File: src/rtl/ahb_lite_master_bridge.sv
// Single-transfer AHB-Lite initiator: one valid/ready command becomes one NONSEQ SINGLE
// transfer, and each command gets exactly one response pulse with error and wait-state info.
module ahb_lite_master_bridge #(
    parameter int unsigned WAIT_WIDTH  = 8,
    parameter logic [3:0]  HPROT_VALUE = 4'b0011
) (
    input  logic                  HCLK,
    input  logic                  HRESET,
    input  logic                  cmd_valid,
    output logic                  cmd_ready,
    input  logic                  cmd_write,
    input  logic [31:0]           cmd_addr,
    input  logic [2:0]            cmd_size,
    input  logic [31:0]           cmd_wdata,
    output logic                  rsp_valid,
    output logic                  rsp_err,
    output logic [31:0]           rsp_rdata,
    output logic [WAIT_WIDTH-1:0] rsp_wait,
    output logic [31:0]           HADDR,
    output logic [1:0]            HTRANS,
    output logic                  HWRITE,
    output logic [2:0]            HSIZE,
    output logic [2:0]            HBURST,
    output logic [3:0]            HPROT,
    output logic                  HMASTLOCK,
    output logic [31:0]           HWDATA,
    input  logic                  HREADY,
    input  logic                  HRESP,
    input  logic [31:0]           HRDATA
);
    typedef enum logic [2:0] {S_IDLE, S_ADDR, S_DATA, S_ERR, S_REJ} state_e;

    localparam logic [1:0] HTRANS_IDLE   = 2'b00;
    localparam logic [1:0] HTRANS_NONSEQ = 2'b10;

    state_e                state_q, state_d;
    logic [1:0]            htrans_q, htrans_d;
    logic [31:0]           haddr_q, haddr_d;
    logic                  hwrite_q, hwrite_d;
    logic [2:0]            hsize_q, hsize_d;
    logic [31:0]           hwdata_q, hwdata_d;
    logic [WAIT_WIDTH-1:0] wait_cnt_q, wait_cnt_d;
    logic                  rsp_valid_q, rsp_valid_d;
    logic                  rsp_err_q, rsp_err_d;
    logic [31:0]           rsp_rdata_q, rsp_rdata_d;
    logic [WAIT_WIDTH-1:0] rsp_wait_q, rsp_wait_d;
    logic                  cmd_illegal;

    // Sizes above a word, or addresses not aligned to the transfer size, never reach the bus.
    assign cmd_illegal = (cmd_size > 3'd2)
                      || ((cmd_size == 3'd1) && cmd_addr[0])
                      || ((cmd_size == 3'd2) && (cmd_addr[1:0] != 2'b00));

    always_comb begin
        // NOTE: every signal gets a default before the case so no path leaves it unassigned (no latches).
        state_d     = state_q;
        haddr_d     = haddr_q;
        hwrite_d    = hwrite_q;
        hsize_d     = hsize_q;
        hwdata_d    = hwdata_q;
        wait_cnt_d  = wait_cnt_q;
        rsp_valid_d = 1'b0;
        rsp_err_d   = rsp_err_q;
        rsp_rdata_d = rsp_rdata_q;
        rsp_wait_d  = rsp_wait_q;

        case (state_q)
            S_IDLE: begin
                if (cmd_valid) begin
                    haddr_d  = cmd_addr;
                    hwrite_d = cmd_write;
                    hsize_d  = cmd_size;
                    hwdata_d = cmd_wdata;
                    if (cmd_illegal) begin
                        state_d     = S_REJ;
                        rsp_valid_d = 1'b1;
                        rsp_err_d   = 1'b1;
                        rsp_rdata_d = '0;
                        rsp_wait_d  = '0;
                    end else begin
                        state_d = S_ADDR;
                    end
                end
            end
            S_REJ: state_d = S_IDLE;
            S_ADDR: begin
                if (HREADY) begin
                    state_d    = S_DATA;
                    wait_cnt_d = '0;
                end
            end
            S_DATA: begin
                if (!HREADY) begin
                    if (wait_cnt_q != '1) wait_cnt_d = wait_cnt_q + WAIT_WIDTH'(1);
                    if (HRESP) state_d = S_ERR;
                end else begin
                    // HRESP with HREADY high and no first ERROR cycle is still reported as an error.
                    state_d     = S_IDLE;
                    rsp_valid_d = 1'b1;
                    rsp_err_d   = HRESP;
                    rsp_rdata_d = (!HRESP && !hwrite_q) ? HRDATA : '0;
                    rsp_wait_d  = wait_cnt_q;
                end
            end
            S_ERR: begin
                if (HREADY) begin
                    state_d     = S_IDLE;
                    rsp_valid_d = 1'b1;
                    rsp_err_d   = 1'b1;
                    rsp_rdata_d = '0;
                    rsp_wait_d  = wait_cnt_q;
                end
            end
            default: state_d = S_IDLE;
        endcase

        htrans_d = (state_d == S_ADDR) ? HTRANS_NONSEQ : HTRANS_IDLE;
    end

    // NOTE: state registers use non-blocking assignments so all flops update from pre-edge values.
    always_ff @(posedge HCLK) begin
        if (HRESET) begin
            state_q     <= S_IDLE;
            htrans_q    <= HTRANS_IDLE;
            haddr_q     <= '0;
            hwrite_q    <= 1'b0;
            hsize_q     <= '0;
            hwdata_q    <= '0;
            wait_cnt_q  <= '0;
            rsp_valid_q <= 1'b0;
            rsp_err_q   <= 1'b0;
            rsp_rdata_q <= '0;
            rsp_wait_q  <= '0;
        end else begin
            state_q     <= state_d;
            htrans_q    <= htrans_d;
            haddr_q     <= haddr_d;
            hwrite_q    <= hwrite_d;
            hsize_q     <= hsize_d;
            hwdata_q    <= hwdata_d;
            wait_cnt_q  <= wait_cnt_d;
            rsp_valid_q <= rsp_valid_d;
            rsp_err_q   <= rsp_err_d;
            rsp_rdata_q <= rsp_rdata_d;
            rsp_wait_q  <= rsp_wait_d;
        end
    end

    assign cmd_ready = (state_q == S_IDLE);
    assign rsp_valid = rsp_valid_q;
    assign rsp_err   = rsp_err_q;
    assign rsp_rdata = rsp_rdata_q;
    assign rsp_wait  = rsp_wait_q;
    assign HADDR     = haddr_q;
    assign HTRANS    = htrans_q;
    assign HWRITE    = hwrite_q;
    assign HSIZE     = hsize_q;
    assign HBURST    = 3'b000;
    assign HPROT     = HPROT_VALUE;
    assign HMASTLOCK = 1'b0;
    assign HWDATA    = hwdata_q;
endmodule

File: config.mk
export PLATFORM = sky130hd
export DESIGN_NAME = ahb_lite_master_bridge
export DESIGN_NICKNAME = d
export VERILOG_FILES = /design/src/rtl/ahb_lite_master_bridge.sv
export SDC_FILE = /design/constraint.sdc
export NUM_CORES = 1
export LEC_CHECK = 0
export BUFFER_PORTS_ARGS = -buffer_cell sky130_fd_sc_hd__buf_2
export CAP_MARGIN = 10
export CELL_PAD_IN_SITES_DETAIL_PLACEMENT = 1
export CELL_PAD_IN_SITES_GLOBAL_PLACEMENT = 2
export CORE_ASPECT_RATIO = 1.25
export CORE_UTILIZATION = 27
export DETAILED_ROUTE_END_ITERATION = 10
export PLACE_DENSITY = 0.86
export SETUP_SLACK_MARGIN = 0.15
export SLEW_MARGIN = 20
export SYNTH_ARGS = -nofsm -noshare
export SYNTH_HDL_FRONTEND = slang
export SYNTH_SLANG_ARGS = --single-unit
File: constraint.sdc
create_clock -name HCLK -period 2.6 [get_ports HCLK]
set_clock_uncertainty 0.2 [all_clocks]
set_input_delay 0.52 -clock HCLK [delete_from_list [all_inputs] [get_ports HCLK]]
set_output_delay 0.52 -clock HCLK [all_outputs]
set_load 0.02 [all_outputs]
After elaboration in Yosys (flattened, before gate mapping)

Index checks and enable logic that the tools add are counted.

Add/subtract/negate cells: 1
Magnitude comparators: 1
Equal/unequal tests: 15
Multiplexer cells: 31
Reduce and logical (&&, ||, !) cells: 17

Operators with widths:

| kind                                                                             | count |
|---|---|
| 32-bit two-way mux                                                               | 5 |
| 32-bit one-hot mux with 3 select lines                                           | 1 |
| 8-bit two-way mux                                                                | 6 |
| 8-bit one-hot mux with 2 select lines                                            | 2 |
| 3-bit two-way mux                                                                | 6 |
| 2-bit inequality test (second input constant)                                    | 6 |
| 3-bit one-hot mux with 4 select lines                                            | 1 |
| 3-bit by 1-bit == test with 1-bit output (second input constant)                 | 3 |
| 3-bit by 2-bit == test with 1-bit output (second input constant)                 | 3 |
| 8-bit by 1-bit adder with 8-bit output (second input constant)                   | 1 |
| 8-bit inequality test (second input constant)                                    | 1 |
| 4-bit AND reduction                                                              | 2 |
| 1-bit two-way mux                                                                | 7 |
| 2-bit nonzero test                                                               | 3 |
| 5-bit AND reduction                                                              | 1 |
| 2-bit by 1-bit inequality test with 1-bit output (second input constant)         | 2 |
| 3-bit by 2-bit greater-than comparator with 1-bit output (second input constant) | 1 |
| 1-bit logical AND                                                                | 3 |
| 3-bit zero test                                                                  | 1 |
| 1-bit one-hot mux with 3 select lines                                            | 1 |
| 3-bit nonzero test                                                               | 1 |
| 1-bit zero test                                                                  | 2 |
| 1-bit logical OR                                                                 | 2 |
| 2-bit two-way mux                                                                | 1 |
| other kinds (3)                                                                  | 3 |

Register bits after elaboration: 123
Input port bits: 105
Output and inout bits: 121
Word-level logic and storage cells: 76

Depth between registers and ports, before layout

Gate-level depths: netlist (run 1).

Depth in word-level cells: 9
Gate-level depth with buffers: 8
Mapped depth without buffers: 5

Worst setup path before layout (run 1)

OpenSTA, ideal clock, no wires.

Kind: register -> register
Start point: register state_q[0]
End point: register htrans_q[1], in the netlist HTRANS[1]
Setup time: 88 ps
Arrival time: 1567 ps
Data required time: 2312 ps
Slack: 745 ps
Stages on the path, launching flop included: 6
Path buffers: 1
Clock period less this slack: 1855 ps
Cells stage by stage: dfxtp_1 -> buf_6 -> nor3_2 -> nand2_1 -> o32a_1 -> nor4_2

Elaborated cells between the ends (all ways): 12
Those cells by class: eq/ne: 4; mux: 7; reduce/logical: 1

RTL lines:

| item                                     | RTL line | source |
|---|---|---|
| start, declared                          | 36       | `state_e state_q, state_d;` |
| start signal, assigned                   | 135      | `state_q <= state_d;` |
| 3-bit zero test                          | -        |  |
| net cmd_ready                            | 10       | `output logic cmd_ready,` |
| 3-bit one-hot mux with 4 select lines    | 67       | `case (state_q)` |
| 3-bit by 1-bit == test with 1-bit output | 117      | `htrans_d = (state_d == S_ADDR) ? HTRANS_NONSEQ : HTRANS_IDLE;` |
| 2-bit two-way mux                        | 117      |  |
| end signal, assigned                     | 136      | `htrans_q <= htrans_d;` |
| end, declared                            | 37       | `logic [1:0] htrans_q, htrans_d;` |

The timed path passes the listed nets, and every way through them passes these cells.
A chain may end at the register's enable or synchronous reset.

Worst setup path in the final report (run 1)

Start point: register state_q[2]
End point: output port cmd_ready

Longest elaborated chain between the ends: 1

RTL lines:

| item            | RTL line | source |
|---|---|---|
| 3-bit zero test | 149      | `assign cmd_ready = (state_q == S_IDLE);` |
| end, declared   | 10       |  |

No other way between the ends.

==> results.json, run 1 <==
{
  "cts_root_buf": "clkbuf_16",
  "die_area_sq_um": 17900,
  "die_x_microns": 120,
  "worstPathArrival_ps": 1370,
  "cpPeakStageDelay_ps": 410,
  "io_buffer_count": 216,
  "antenna_found_initial": 1,
  "clk_latency_ps": 410,
  "cp-start-kind": "flop",
  "place_congestion": 0.726,
  "crit_type": "flop to output pin",
  "outcome": "complete, no violations",
  "vias": 4576,
  "clk_pin_slew_ps": 50,
  "max-vdd-ir-drop_mv": 0.317,
  "p_int_w": 0.00367,
  "cts_hold_buf": 0,
  "p_per_area_nw_per_um2": 758,
  "fin_crit_ps": 2090,
  "finish.utilization_pct": 38.5,
  "leakage_nw": 2.91,
  "wl_per_cell_microns": 14.4,
  "n_fill_cell": 2138,
  "fmax_mhz": 479,
  "hold_viol": 0,
  "grt_pass1_vias": 4587,
  "drv_cap": 0,
  "synthTopCellsByArea": "dfxtp_1 52%, nand2_1 12%, a21oi_1 7.9%, nand2b_1 5.6%, nand3_1 4.2%",
  "fin_tns_setup_ps": 0,
  "numCtsBuffers": 17,
  "synthDominantCellAreaShare_pct": 52.0,
  "grt-ovfl-total": 0,
  "maxSlewViolCount": 0,
  "pin_count": 226,
  "p_comb_share_pct": 11.4,
  "vias_per_cell": 4.55,
  "ys_ff_latch": 122,
  "clock_power_share_pct": 48.3,
  "worst_slew_pin_slew_ps": 577,
  "worstPathCellList": "nor3_2, buf_2",
  "drt-total-wl_microns": 14500,
  "ant_nets": 0,
  "remaining_drc_errors": 0,
  "ctsLongestPathBuffers": 2,
  "nNetsFinal": 879,
  "first_iter_violations": 172,
  "firstDrtPassIters": 4,
  "cts_resized": 0,
  "worstPathRequired_ps": 1880,
  "hold_path.class": "input pin to flop",
  "coreArea_sq_um": 16900,
  "grt_max_degree": 53,
  "grt_pass1_wl_microns": 22900,
  "switchingPower_w": 0.00126,
  "crit_path_max_fanout": 8,
  "start_util_pct": 27.8,
  "timing.final.crit_share_pct": 80.3,
  "grt_util_all_layers_pct": 16.3,
  "pwr-share-seq_pct": 40.3,
  "yosys_warnings": 0,
  "netlist_instances": 572,
  "clkSinkCount": 122,
  "cts_tree": "built",
  "num_rows": 53,
  "drive_above_1_share_pct": 33.8,
  "hpwl_microns": 10100,
  "critPathCaptureType": "output pin",
  "syn-cell-area_sq_um": 4700,
  "relSlewSlack_pct": 61.0,
  "syn_to_final_growth_pct": 38.5,
  "rsz0062_at_grt": "false",
  "dieHeight_microns": 149,
  "htreeDepth": 4,
  "setup_violations": 0,
  "cts_setup_buffers": 0,
  "switching_share_pct": 25.6,
  "timing.hold.ws_ps": 125,
  "synth_top_area_cell": "dfxtp_1",
  "synth.yosys.seq_area_share_pct": 52.0,
  "critPathSlowestCell": "dfxtp_1",
  "synth.avg_cell_area_sq_um": 8.21,
  "ys_types": 43
}
## power groups by stage
stage          registers [W]  clock network [W]  logic [W]
6_report             0.00199            0.00238   0.000561
5_1_grt              0.00200            0.00253   0.000620
4_1_cts              0.00199            0.00246   0.000575
3_5_place_dp         0.00203                  0   0.000573
3_3_place_gp         0.00203                  0   0.000572
2_1_floorplan        0.00212                  0   0.000256
## metal layers
metal	GRT usage [%]	wire length (microns)	share of wire (%)	vias up
met5	0	0	0	-
met4	6.88	235	1.6	0
met3	5.87	1240	8.5	17
li1	-	-	-	2282
met1	18.0	6060	42	2095
met2	28.0	6960	48	182
## cells by family (layout without fill, tap and decap cells)
| logic type | after synthesis | in the layout | share of synthesized area, % |
|---|---|---|---|
| flip-flops | 122 | 122 | 52.0 |
| AO/OA/AOI/OAI | 125 | 125 | 14.1 |
| XOR/XNOR | 2 | 2 | 0.373 |
| AND/OR/NAND/NOR | 262 | 262 | 26.2 |
| adder cells (fa/ha/maj) | 1 | 1 | 0.266 |
| other | 2 | 10 | 0.160 |
| multiplexers | 4 | 4 | 0.852 |
| buffers and inverters | 54 | 260 | 6.12 |
## final cells by class
type                            count  area (sq um)  share of cell area, %
Inverter                            4          15.0                  0.231
Multi-Input combinational cell    403          2000                   30.8
Antenna cell                        1          2.50                 0.0385
Clock buffer                       19           443                   6.81
Sequential cell                   122          2440                   37.5
Timing Repair Buffer              225          1180                   18.1
Clock inverter                     12           149                   2.29
Tap cell                          220           275                   4.23
## final timing paths
kind	startpoint	to	slack (ps)	depth (start not counted)
worst max register to register	state_q[2]	HADDR[28]	620	5
worst max-delay path	state_q[2]	cmd_ready	510	2
worst min-delay path	HRDATA[19]	rsp_rdata[19]	120	3
worst min register to register	HADDR[16]	HADDR[16]	250	2
## critical path: cells and delay by family, from the launching register on
| family | cells | cell delay (ps) |
|---|---|---|
| buf+inv | 1 | 240 |
| simple gates | 1 | 310 |
| flops | 1 | 410 |
## synth_stat cells, drive strengths merged
master,count
xor2,1
o41ai,1
buf,32
nor2,13
a21oi,75
nor4,1
o211ai,1
nor4b,4
and3,1
conb,2
or3b,1
or2,2
o32a,1
xnor2,1
and3b,1
o21ai,40
mux2i,4
nand2b,42
dfxtp,122
and2b,1
a31oi,2
nand2,147
nand4,2
nor3,4
o21ba,1
nand3,39
o2111ai,1
ha,1
nor4bb,1
nor3b,1
clkbuf,18
o311ai,1
inv,4
o21a,2
and2,2
## placed cells by master, fill, tap and decap left out, drive strengths merged, types with 2 or more instances in the layout
master  synthesis  layout
a21oi          75      75
a31oi           2       2
and2            2       2
buf            32     225
bufinv          0       3
clkbuf         18      19
clkinv          0       7
conb            2       9
dfxtp         122     122
inv             4       5
mux2i           4       4
nand2         147     147
nand2b         42      42
nand3          39      39
nand4           2       2
nor2           13      13
nor3            4       4
nor4b           4       4
o21a            2       2
o21ai          40      40
or2             2       2
## state kept, by name, summed over array words and instances, names as in the netlist, 3 cells and up
| register | flops |
|---|---|
| HWDATA | 32 |
| rsp_wait | 8 |
| rsp_rdata | 32 |
| HADDR | 32 |
| HSIZE | 3 |
| state_q | 3 |
| wait_cnt_q | 8 |
## through the flow
stage | area (sq um) | power [W] | cells | setup slack, ps
after floorplan | 4720 | 0.00238 | 579 | 745
after global placement | 5910 | 0.00260 | 974 | 498
after detailed placement | 5910 | 0.00260 | 974 | 454
after CTS | 6500 | 0.00503 | 1005 | 483
after global routing | 6500 | 0.00515 | 1005 | 432
final | 6510 | 0.00493 | 1006 | 513
Note: power is estimated with default switching activity, not from simulation.
==> run 2, diff against run 1 <==
--- a/config.mk
+++ b/config.mk
@@ -5,14 +5,15 @@
 export SDC_FILE = /design/constraint.sdc
 export NUM_CORES = 1
 export LEC_CHECK = 0
+export ABC_AREA = 1
 export BUFFER_PORTS_ARGS = -buffer_cell sky130_fd_sc_hd__buf_2
 export CAP_MARGIN = 10
 export CELL_PAD_IN_SITES_DETAIL_PLACEMENT = 1
 export CELL_PAD_IN_SITES_GLOBAL_PLACEMENT = 2
 export CORE_ASPECT_RATIO = 1.25
-export CORE_UTILIZATION = 27
+export CORE_UTILIZATION = 24
 export DETAILED_ROUTE_END_ITERATION = 10
-export PLACE_DENSITY = 0.86
+export PLACE_DENSITY = 0.8
 export SETUP_SLACK_MARGIN = 0.15
 export SLEW_MARGIN = 20
 export SYNTH_ARGS = -nofsm -noshare
==> constraint.sdc (replaced) <==
create_clock -name HCLK -period 2 [get_ports HCLK]
set_clock_uncertainty 0.2 [all_clocks]
set_input_delay 0.4 -clock HCLK [delete_from_list [all_inputs] [get_ports HCLK]]
set_output_delay 0.4 -clock HCLK [all_outputs]
set_load 0.02 [all_outputs]
==> results.json, run 2 <==
{
  "n_antenna_cell": 0,
  "final_cell_mix": "239 x nor2_1, 215 x buf_2, 141 x nand2_1",
  "remaining_drc_errors": 0,
  "critPathCaptureType": "output pin",
  "place_congestion": 0.721,
  "critPathSlowestCell": "dfxtp_2",
  "ys_types": 27,
  "die_x_microns": 130,
  "outcome": "complete, no violations",
  "ys_async_sr_fraction_pct": 0,
  "synth.yosys.seq_area_share_pct": 50.0,
  "maxSlewViolCount": 0,
  "cts_tree": "built",
  "vias_per_cell": 4.25,
  "hold_viol": 0,
  "n_fill_cell": 2491,
  "hpwl_microns": 10500,
  "worstPathArrival_ps": 1150,
  "rrSetupSlack_ps": 290,
  "drive_above_1_share_pct": 29.6,
  "die_area_sq_um": 20900,
  "rsz0062_at_grt": "false",
  "dpl_cell_area_sq_um": 6160,
  "max-vdd-ir-drop_mv": 0.540,
  "yosysMostFrequentCell": "nor2_1",
  "start_util_pct": 24.8,
  "pin_count": 226,
  "numCtsBuffers": 17,
  "yosys_warnings": 0,
  "clk_pin_slew_ps": 50,
  "hold_path.class": "input pin to flop",
  "dieHeight_microns": 161,
  "p_per_area_nw_per_um2": 1020,
  "io_buffer_count": 216,
  "nNetsFinal": 1052,
  "synth.avg_cell_area_sq_um": 7.20,
  "power_w": 0.00760,
  "final_common_cell": "nor2_1",
  "worstPathCellList": "inv_1, nand2_2, inv_2, buf_6",
  "synthTopCellsByArea": "dfxtp_1 50%, nor2_1 18%, nand2_1 11%, o21ai_0 7.4%, buf_6 2.5%",
  "grt_pass1_vias": 5134,
  "netlist_instances": 678,
  "cpPeakStageDelay_ps": 370,
  "firstDrtPassIters": 4,
  "cts_root_buf": "clkbuf_16",
  "grt_max_degree": 83,
  "synth_edf_count": 0,
  "fin_tns_setup_ps": 0,
  "num_rows": 57,
  "drv_cap": 0,
  "synth_flop_cell": "dfxtp_1",
  "grt_util_all_layers_pct": 15.7,
  "fmax_mhz": 573,
  "vias": 5206,
  "syn_to_final_growth_pct": 52.7,
  "htreeDepth": 4,
  "grt_pass1_wl_microns": 25800,
  "wl_per_cell_microns": 13.8,
  "synthDominantCellAreaShare_pct": 50.0,
  "grt-ovfl-total": 0,
  "cp-start-kind": "flop",
  "clkSinkCount": 122,
  "multi_input_area_sq_um": 2160,
  "worstPathRequired_ps": 1400,
  "coreArea_sq_um": 19700,
  "crit_path_max_fanout": 4,
  "first_iter_violations": 169,
  "syn-cell-area_sq_um": 4880,
  "clk_latency_ps": 410,
  "ctsLongestPathBuffers": 2,
  "drt-total-wl_microns": 16800,
  "fin_area_sq_um": 7450,
  "ys_ff_latch": 122,
  "synth_top_area_cell": "dfxtp_1",
  "synth_commonest_cells": "239 x nor2_1, 141 x nand2_1, 122 x dfxtp_1, 72 x o21ai_0",
  "ant_nets": 0,
  "ff_latch_area_sq_um": 2450,
  "crit_type": "flop to output pin",
  "finish.utilization_pct": 37.9,
  "timing.final.crit_share_pct": 87.3,
  "antenna_found_initial": 1,
  "fin_crit_ps": 1750,
  "leakage_nw": 3.65,
  "setup_violations": 0
}
==> run 2: changes by cell type after synthesis, moves of 5 or more <==
cell / previous run / this run
buf_6: 2 / 11
o21ai_1: 8 / 3
a21oi_1: 74 / 10
nand3_1: 39 / 8
buf_2: 17 / 6
inv_1: 4 / 15
o21ai_0: 32 / 72
nand2_1: 147 / 141
buf_1: 0 / 5
nor2_1: 13 / 239
nand2b_1: 42 / 0
==> run 2: layout make-up <==
type	count	area share [%]
repair buffers	286	24.5
multi-input cells	503	29.0
clock buffers	21	6.31
inverters	16	0.906
well taps	265	4.45
clock inverters	11	1.93
flip-flops and latches	122	32.9
==> run 2: timing repair <==
item | 4_1_cts | 5_1_grt
buffers inserted | 0 | 4
hold endpoints to repair | 54 | 0
gates resized for setup | 5 | 13
pin swaps | 1 | 5
hold buffers | 54 | 0
endpoints found under the setup margin | 1 | 83
gates cloned | 0 | 4
==> run 2: path summary, 6_finish.rpt <==
kind                 startpoint             to  cells after the start
hold / removal     cmd_addr[16]      HADDR[16]                      3
setup / recovery     state_q[1]      cmd_ready                      4
setup reg to reg     state_q[0]    rsp_wait[2]                      8
hold reg to reg   rsp_rdata[25]  rsp_rdata[25]                      2
==> run 2: power breakdown <==
part	internal, W	switching (W)	total (W)
sequential	0.00269	0.000130	0.00282
combinational	0.000578	0.00101	0.00158
clock	0.00205	0.00114	0.00319
==> run 2: cells by family after synthesis <==
| family | synth area share [%] |
|---|---|
| AO/OA/AOI/OAI | 8.84 |
| XOR/XNOR | 0.179 |
| adder cells (fa/ha/maj) | 0.256 |
| buffers and inverters | 7.46 |
| flip-flops | 50.0 |
| other | 0.154 |
| AND/OR/NAND/NOR | 33.1 |
==> run 2: routing by layer <==
layer  wire length [microns]  share of wire [%]  GRT usage (%)
met4                     198                1.2           5.02
met3                    1360                8.1           5.90
met5                      11              0.065              0
met1                    7190                 43           17.9
met2                    8080                 48           26.8
==> run 2: worst max-delay path: cells and delay by family (launching register included) <==
family	cells	cell delay (ps)
buf+inv	3	270
simple gates	1	100
flops	1	370
==> run 2: through the flow <==
stage / hold slack, ps / std cells / setup slack, ps
after detailed placement: 267 / 1130 / 118
after global routing: 13.7 / 1224 / 157
after global placement: 258 / 1130 / 165
final: 23.3 / 1224 / 254
after floorplan: 288 / 685 / 485
after CTS: 2.14 / 1216 / 165
==> run 3, diff against run 2 <==
--- a/config.mk
+++ b/config.mk
@@ -11,9 +11,10 @@
 export CELL_PAD_IN_SITES_DETAIL_PLACEMENT = 1
 export CELL_PAD_IN_SITES_GLOBAL_PLACEMENT = 2
 export CORE_ASPECT_RATIO = 1.25
-export CORE_UTILIZATION = 24
+export CORE_UTILIZATION = 25
+export CTS_BUF_LIST = sky130_fd_sc_hd__clkbuf_8
 export DETAILED_ROUTE_END_ITERATION = 10
-export PLACE_DENSITY = 0.8
+export PLACE_DENSITY = 0.83
 export SETUP_SLACK_MARGIN = 0.15
 export SLEW_MARGIN = 20
 export SYNTH_ARGS = -nofsm -noshare
==> results.json, run 3 (synthesis gave the netlist of run 2 again) <==
{
  "crit_path_max_fanout": 10,
  "grt_max_degree": 79,
  "fin_area_sq_um": 7380,
  "outcome": "complete, no violations",
  "hold_path.class": "input pin to flop",
  "vias": 5316,
  "grt-ovfl-total": 0,
  "drt-total-wl_microns": 17600,
  "final_common_cell": "nor2_1",
  "wl_met1_microns": 7160,
  "drive_above_1_share_pct": 29.8,
  "max-vdd-ir-drop_mv": 0.355,
  "worstPathArrival_ps": 2030,
  "drv_cap": 0,
  "syn_to_final_growth_pct": 51.1,
  "firstDrtPassIters": 4,
  "vias_per_cell": 4.40,
  "antenna_found_initial": 2,
  "wl_per_cell_microns": 14.5,
  "hold_depth": 2,
  "ant_nets": 0,
  "min_from": "HRESET",
  "io_buffer_count": 216,
  "dr_wl_met3_microns": 1260,
  "nNetsFinal": 1067,
  "critPathCaptureType": "flop",
  "grt_pass1_wl_microns": 26500,
  "maxSlewViolCount": 0,
  "dr_wl_met2_microns": 8800,
  "cts_root_buf": "clkbuf_8",
  "rr_startpoint": "state_q[0]",
  "final_cell_mix": "238 x nor2_1, 215 x buf_2, 136 x nand2_1",
  "grt_pass1_vias": 5417,
  "clkSinkCount": 122,
  "highest_layer": "met5",
  "place_inst": 1095,
  "coreArea_sq_um": 18900,
  "power_w": 0.00677,
  "pin_count": 226,
  "grt_util_all_layers_pct": 16.9,
  "fin_cells": 1207,
  "rsz0062_at_grt": "true",
  "dieHeight_microns": 158,
  "reg2reg_depth": 7,
  "remaining_drc_errors": 0,
  "cts_tree": "built",
  "fmax_mhz": 529,
  "num_rows": 56,
  "start_util_pct": 25.8,
  "rrSetupSlack_ps": 180,
  "setup_violations": 0,
  "numCtsBuffers": 17,
  "worstPathRequired_ps": 2130,
  "clk_pin_slew_ps": 80,
  "ctsLongestPathBuffers": 2,
  "dpl_cell_area_sq_um": 6080,
  "hpwl_microns": 10500,
  "die_area_sq_um": 20100,
  "p_per_area_nw_per_um2": 917,
  "min_to": "wait_cnt_q[6]",
  "timing.final.crit_share_pct": 94.6,
  "fin_tns_setup_ps": 0,
  "crit_type": "input pin to flop",
  "clk_latency_ps": 440,
  "die_x_microns": 127,
  "leakage_nw": 3.63,
  "fin_crit_ps": 1890,
  "first_iter_violations": 137,
  "hold_viol": 0,
  "place_congestion": 0.716,
  "htreeDepth": 4,
  "cp-start-kind": "input pin",
  "r2r-end": "rsp_rdata[13]"
}
[run 3: changes by cell type in the layout (fill, tap and decap cells not counted), moves of 2 or more]
cell           delta
clkbuf_16        -18
clkbuf_8         +14
clkinv_4          +3
dfxtp_1           +2
dfxtp_2           -2
dlygate4sd3_1    +14
nand2_1           -5
nand2_2           +4
nand2_4           +3
nand2_8           +2
o21ai_0           +2
o21ai_1           -2
[run 3: area by class of cell]
class                   count  area, sq um
repair buffers            297         1920
clock inverters            15          178
clock buffers              17          234
diodes                      1         2.50
flip-flops and latches    122         2450
inverters                  16         60.1
fillers                  2415        11500
well taps                 232          290
multi-input cells         507         2250
[run 3: worst max path at each step]
stage	from	end
final	cmd_size[0]	rsp_rdata[13]
after global routing	cmd_size[0]	rsp_rdata[13]
after CTS	state_q[0]	cmd_ready
after detailed placement	cmd_addr[0]	rsp_rdata[24]
after global placement	cmd_addr[0]	rsp_rdata[3]
after floorplan	state_q[0]	HADDR[0]
[run 3: layer usage]
metal  vias up  track usage (%)
li1       2665                -
met1      2431             18.5
met2       187             29.6
met3        31             6.18
met4         2             6.35
met5         -                0
[run 3: where the power goes]
group / internal, W / total, W / switching [W]
Sequential: 0.00269 / 0.00282 / 0.000135
Combinational: 0.000588 / 0.00162 / 0.00104
Clock: 0.00123 / 0.00232 / 0.00109
Total: 0.00451 / 0.00677 / 0.00226
[run 3: metrics by stage]
stage | util, % | hold WS (ps) | setup WS [ps]
2_1_floorplan | - | 288 | 485
3_5_place_dp | 32.1 | 270 | 93.4
6_report | 39.0 | 52.0 | 108
5_1_grt | 39.0 | 48.2 | 69.4
3_3_place_gp | 32.1 | 258 | 122
4_1_cts | 38.1 | 31.8 | 121
[run 3: what timing repair did]
action | 4_1_cts | 5_1_grt
resized for setup | 7 | 12
setup endpoints to repair | 35 | 46
gates cloned | 1 | 6
hold buffers | 68 | 0
pin swaps | 2 | 6
setup buffers | 0 | 4
hold endpoints to repair | 68 | 0
[run 3: critical path, cell delays in order]
cell	delay (ps)
dlygate4sd3_1	530
buf_2	130
o21ai_0	70
nand3b_1	190
nand2_4	140
buf_12	180
nand2_4	140
nor2_1	160
nor2_1	70
